File: src/rtl/shift_seq_32.sv
// ---------------------------------------------------------------------------
// shift_seq_32
//
// Multi-cycle shifter that moves the operand one bit position per clock.
// It covers logical shift left (SLL, zero fill at the LSB) and arithmetic
// shift right (SRA, sign fill at the MSB). The last bit shifted out is
// reported on co, in the same way the add-with-carry element reports its
// carry-out. The datapath controller drives it with a start/busy/done
// handshake.
//
// Ports:
//   clk    in   rising-edge clock
//   rst_n  in   synchronous active-low reset
//   start  in   request, sampled only while busy=0
//   a      in   operand, captured on an accepted start
//   shift  in   shift amount 0..2**SHW-1, captured on an accepted start
//   dir    in   0 = SLL, 1 = SRA, captured on an accepted start
//   busy   out  high from the cycle after acceptance through the done cycle
//   done   out  one-cycle pulse; result and co are valid in this cycle
//   result out  shifted value, held until the next completion
//   co     out  last bit shifted out (0 when shift=0), held with result
// ---------------------------------------------------------------------------
module shift_seq_32 #(
    parameter int WIDTH = 32,
    parameter int SHW   = 5
) (
    input  logic             clk,
    input  logic             rst_n,
    input  logic             start,
    input  logic [WIDTH-1:0] a,
    input  logic [SHW-1:0]   shift,
    input  logic             dir,
    output logic             busy,
    output logic             done,
    output logic [WIDTH-1:0] result,
    output logic             co
);

    typedef enum logic [1:0] {
        IDLE  = 2'd0,
        SHIFT = 2'd1,
        DONE  = 2'd2
    } state_t;

    state_t           state;
    state_t           state_nxt;
    logic [WIDTH-1:0] wreg;
    logic [WIDTH-1:0] wreg_nxt;
    logic [SHW-1:0]   cnt;
    logic [SHW-1:0]   cnt_nxt;
    logic             op;
    logic             op_nxt;
    logic             shco;
    logic             shco_nxt;

    // Next-state and datapath logic. IDLE loads a fresh operation when start
    // is seen; a zero shift amount goes straight to DONE so the caller still
    // gets exactly one done pulse. SHIFT moves the working register by one
    // position per cycle and keeps the bit that fell off in the shadow carry,
    // so that after the final step the shadow carry holds the last bit out.
    // DONE always returns to IDLE, which is why start during DONE is ignored.
    always_comb begin
        state_nxt = state;
        wreg_nxt  = wreg;
        cnt_nxt   = cnt;
        op_nxt    = op;
        shco_nxt  = shco;
        case (state)
            IDLE: begin
                if (start) begin
                    wreg_nxt  = a;
                    cnt_nxt   = shift;
                    op_nxt    = dir;
                    shco_nxt  = 1'b0;
                    state_nxt = (shift == '0) ? DONE : SHIFT;
                end
            end
            SHIFT: begin
                if (op) begin
                    shco_nxt = wreg[0];
                    wreg_nxt = {wreg[WIDTH-1], wreg[WIDTH-1:1]};
                end else begin
                    shco_nxt = wreg[WIDTH-1];
                    wreg_nxt = {wreg[WIDTH-2:0], 1'b0};
                end
                cnt_nxt = cnt - 1'b1;
                if (cnt == SHW'(1)) begin
                    state_nxt = DONE;
                end
            end
            DONE: begin
                state_nxt = IDLE;
            end
            default: begin
                state_nxt = IDLE;
            end
        endcase
    end

    // State and datapath registers. Reset clears everything, including any
    // operation in flight, and wins over a simultaneous start. result and co
    // are loaded only on the edge that enters DONE, using the value the
    // working register is taking on that same edge, so partial shift values
    // never appear on result. busy and done are registered from the next
    // state so the outputs line up exactly with the SHIFT/DONE states.
    always_ff @(posedge clk) begin
        if (!rst_n) begin
            state  <= IDLE;
            wreg   <= '0;
            cnt    <= '0;
            op     <= 1'b0;
            shco   <= 1'b0;
            result <= '0;
            co     <= 1'b0;
            busy   <= 1'b0;
            done   <= 1'b0;
        end else begin
            state <= state_nxt;
            wreg  <= wreg_nxt;
            cnt   <= cnt_nxt;
            op    <= op_nxt;
            shco  <= shco_nxt;
            busy  <= (state_nxt != IDLE);
            done  <= (state_nxt == DONE);
            if (state_nxt == DONE) begin
                result <= wreg_nxt;
                co     <= shco_nxt;
            end
        end
    end

endmodule

File: config.mk
export PLATFORM = sky130hd
export DESIGN_NAME = shift_seq_32
export DESIGN_NICKNAME = d
export VERILOG_FILES = /design/src/rtl/shift_seq_32.sv
export SDC_FILE = /design/constraint.sdc
export NUM_CORES = 1
export LEC_CHECK = 0
export ABC_AREA = 0
export BUFFER_PORTS_ARGS = -buffer_cell sky130_fd_sc_hd__buf_2
export CAP_MARGIN = 20
export CORE_UTILIZATION = 25
export DETAILED_ROUTE_END_ITERATION = 16
export SKIP_CTS_REPAIR_TIMING = 1
export SLEW_MARGIN = 20
export SYNTH_ARGS = -nofsm -noshare
export SYNTH_HDL_FRONTEND = slang
export SYNTH_SLANG_ARGS = --single-unit
File: constraint.sdc
create_clock -name clk -period 2.9 [get_ports clk]
set_input_delay 0.29 -clock clk [delete_from_list [all_inputs] [get_ports clk]]
set_output_delay 0.29 -clock clk [all_outputs]
set_load 0.01 [all_outputs]
==> qor.csv <==
stage;metric;value;unit
outcome;status;finished, final reports clean;
synth;cells after synthesis;398;
cts;Worst-Skew Late Latency;0.33;ns
routing;wirelength, routed;10120;um
cts;root buf cell;clkbuf_16;
layout;ant diodes;0;
worst_setup_path;peak fanout along the critical path;33;
cts;H-tree lvl count;3;
routing;initial DRC count;154;
synth;syn nets;441;
job;Max-cap violations;0;
power;power density cells;574.8;nW/um^2
worst_setup_path;gate family responsible for the most delay along the worst path;flip-flops;
routing;DRT Pass-1 Iters;4;
routing;total number of vias;3106;
sta;fin. max-slew vios;0;
floorplan;die width;126.1;um
worst_setup_path;CP endpoint kind;flip-flop;
synth;post-synthesis sequential area ratio;39.52;%
routing;DRC Markers;0;
worst_setup_path;reg-to-reg startpoint;state[0]$_SDFF_PN0_;
layout;filler cell count;1554;
synth;top cell type's share of synthesized area;39.52;%
cts;TritonCTS Buffers;9;
power;Leak;1.888;nW
routing;Final ANT Viol Nets;0;
global_routing;vias in the first global route;3107;
floorplan;I/O Pins;76;
layout;share of post-route cells with drive strength above 1;30.30;%
worst_setup_path;Crit path depth;4;
cts;Sink Count;76;
layout;Area Growth Syn to Fin;18.72;%
cts;CTS tree;yes;
worst_setup_path;FF-to-FF setup slack;0.66;ns
global_routing;initial antenna violation count;0;
synth;Synth Cell Area;3850;um^2
worst_setup_path;largest stage delay on the critical path;0.80;ns
sta;TNS Setup;0;ns
sta;# setup viols final;0;
floorplan;Die Area;15900;um^2
worst_setup_path;Buf/Inv on CP;0;
worst_setup_path;worst-path cell with the longest stage delay;dfxtp_2;
global_routing;first-pass GRT wire length;16330;um
global_routing;largest net degree at the start of global routing;41;
synth;most frequent cell after synthesis;dfxtp_1;
min_path;HP Class;in -> reg;
layout;Final nets;501;
synth;Mean Syn Cell Area;9.673;um^2
floorplan;die height;126.1;um
floorplan;Std-Cell Rows;44;
sta;RSZ-0062 raised after global routing;no;
worst_setup_path;capturing point of the worst reg2reg path;result[0]$_SDFFE_PN0N_;
sta;Peak Freq;445.5;MHz
cts;CTS clk-pin slew, worst paths;0.06;ns
synth;asr flop ratio synth;0;%
worst_setup_path;crit path DAT;2.52;ns
cts;clk buf depth;2;
synth;Synth area leaders;dfxtp_1 (40%), mux2_2 (8.8%), a22o_1 (6.8%), a22oi_1 (5.8%), a21oi_1 (5.2%);
routing;vias per cell;4.808;
synth;Primary FF master, synth;dfxtp_1;
sta;relative slew slack;48.71;%
worst_setup_path;CP Data Required Time;3.17;ns
synth;synthesis-stage register bit count;76;
synth;post-synthesis cell type count;47;
sta;min Tclk post-route;2.245;ns
worst_setup_path;FF-to-FF path depth;4;
layout;post-layout util;30.98;%
synth;Post-synth EDFFs;0;
power;VDD IR max;0.0003838;V
worst_setup_path;worst setup path endpoint;result[0]$_SDFFE_PN0N_;
worst_setup_path;Setup Crit Path Kind;reg -> reg;
floorplan;initial core utilization;26.09;%
global_routing;total track usage;13.12;%
worst_setup_path;CP startpoint kind;flip-flop;
worst_setup_path;worst-path cell chain;nor2b_4, a32oi_1, a21oi_2, a31o_1;
sta;worst-margin pin slew;0.7678;ns
synth;Synth Warn #;0;
synth;area leader, netlist;dfxtp_1;
placement;dpl hpwl;6902;um
sta;clk_skew;0.006029;ns
global_routing;grt ovf;0;
floorplan;Core Region;14750;um^2
placement;IO buf count;75;
placement;routability cong.;0.7495;
sta;Hold Violations, Final;0;
synth;most frequent cells after synthesis;dfxtp_1 (76), a21oi_1 (40), and2_1 (31), nor2b_1 (31);
sta;setup slack after layout;0.6554;ns
placement;pre-CTS setup slack;0.7447;ns
sta;Tcrit/Tclk final;77.40;%
routing;post-detailed-route wirelength per cell;15.67;um
worst_setup_path;Worst Setup SP;state[0]$_SDFF_PN0_;
[layout make-up]
cell class,instances,area (um^2),share of cell area (%)
Multi-Input combinational cell,282,2058,45.03
Clock buffer,13,250.2,5.475
Inverter,5,18.77,0.4106
Tap cell,184,230.2,5.037
Timing Repair Buffer,84,455.4,9.964
Sequential cell,76,1523,33.32
Clock inverter,2,35.03,0.7665
[power breakdown]
part	total, W	internal [W]	switching, W	leakage (nW)
logic	0.000369	0.000171	0.000197	1.13
registers	0.00116	0.00110	0.0000641	0.620
clock network	0.00110	0.000684	0.000412	0.140
[worst min-delay path by stage]
stage	startpoint	end	slack (ns)	cells past startpoint
4_1_cts	dir	op$_SDFFE_PN0P_	0.21	3
3_3_place_gp	result[23]$_SDFFE_PN0N_	result[23]$_SDFFE_PN0N_	0.45	1
2_1_floorplan	dir	op$_SDFFE_PN0P_	0.43	2
5_1_grt	dir	op$_SDFFE_PN0P_	0.23	3
3_5_place_dp	result[23]$_SDFFE_PN0N_	result[23]$_SDFFE_PN0N_	0.45	1
6_report	dir	op$_SDFFE_PN0P_	0.23	3
[registers in the layout, indices dropped and copies added, names as in the netlist]
register  cells
co            1
op            1
shco          1
wreg         32
done          1
state         2
cnt           5
busy          1
result       32
[placed cells by master, fill, tap and decap left out, drive strengths merged, types with 2 or more instances in the layout]
cell	Yosys	layout
nand3b	2	2
a21oi	42	42
nand2b	4	4
a22oi	32	32
clkinv	1	2
inv	4	4
and2	31	31
buf	24	84
clkbuf	11	13
o221ai	3	3
nand2	10	10
nor2	8	8
dfxtp	76	76
nor2b	32	32
nand3	2	2
nor3	3	3
mux2	31	31
o21ai	34	34
nor4b	2	2
ha	2	2
a22o	31	31
[tightest hold or removal path, cell delays in order]
cell	delay, ns
buf_2	0.11
nand2_1	0.05
a21oi_1	0.06
[cells by family after synthesis]
| family | count (synthesis) | synth area share [%] |
|---|---|---|
| AO/OA/AOI/OAI | 151 | 26.94 |
| adder cells (fa/ha/maj) | 2 | 0.6499 |
| buffers and inverters | 40 | 7.085 |
| flip-flops | 76 | 39.52 |
| multiplexers | 32 | 9.327 |
| AND/OR/NAND/NOR | 97 | 16.48 |
[metal layers]
layer  up-vias  part of all wire [%]  global-route usage (%)
li1       1567                     -                       -
met1      1460                    47                   16.74
met2        74                    48                   21.35
met3         5                   4.8                   3.781
met4         0                  0.45                   3.898
met5         -                     0                       0
[per-stage QoR]
step                      hold WS [ns]  std cells  area [um^2]  total power, W
final                           0.2293        646         4571        0.002627
after CTS                       0.2116        646         4571        0.002657
after detailed placement        0.4531        631         4285        0.001552
after floorplan                 0.4260        398         3850        0.001455
after global placement          0.4528        631         4285        0.001541
after global routing            0.2290        646         4571        0.002751
(Power assumes the default switching activity.)
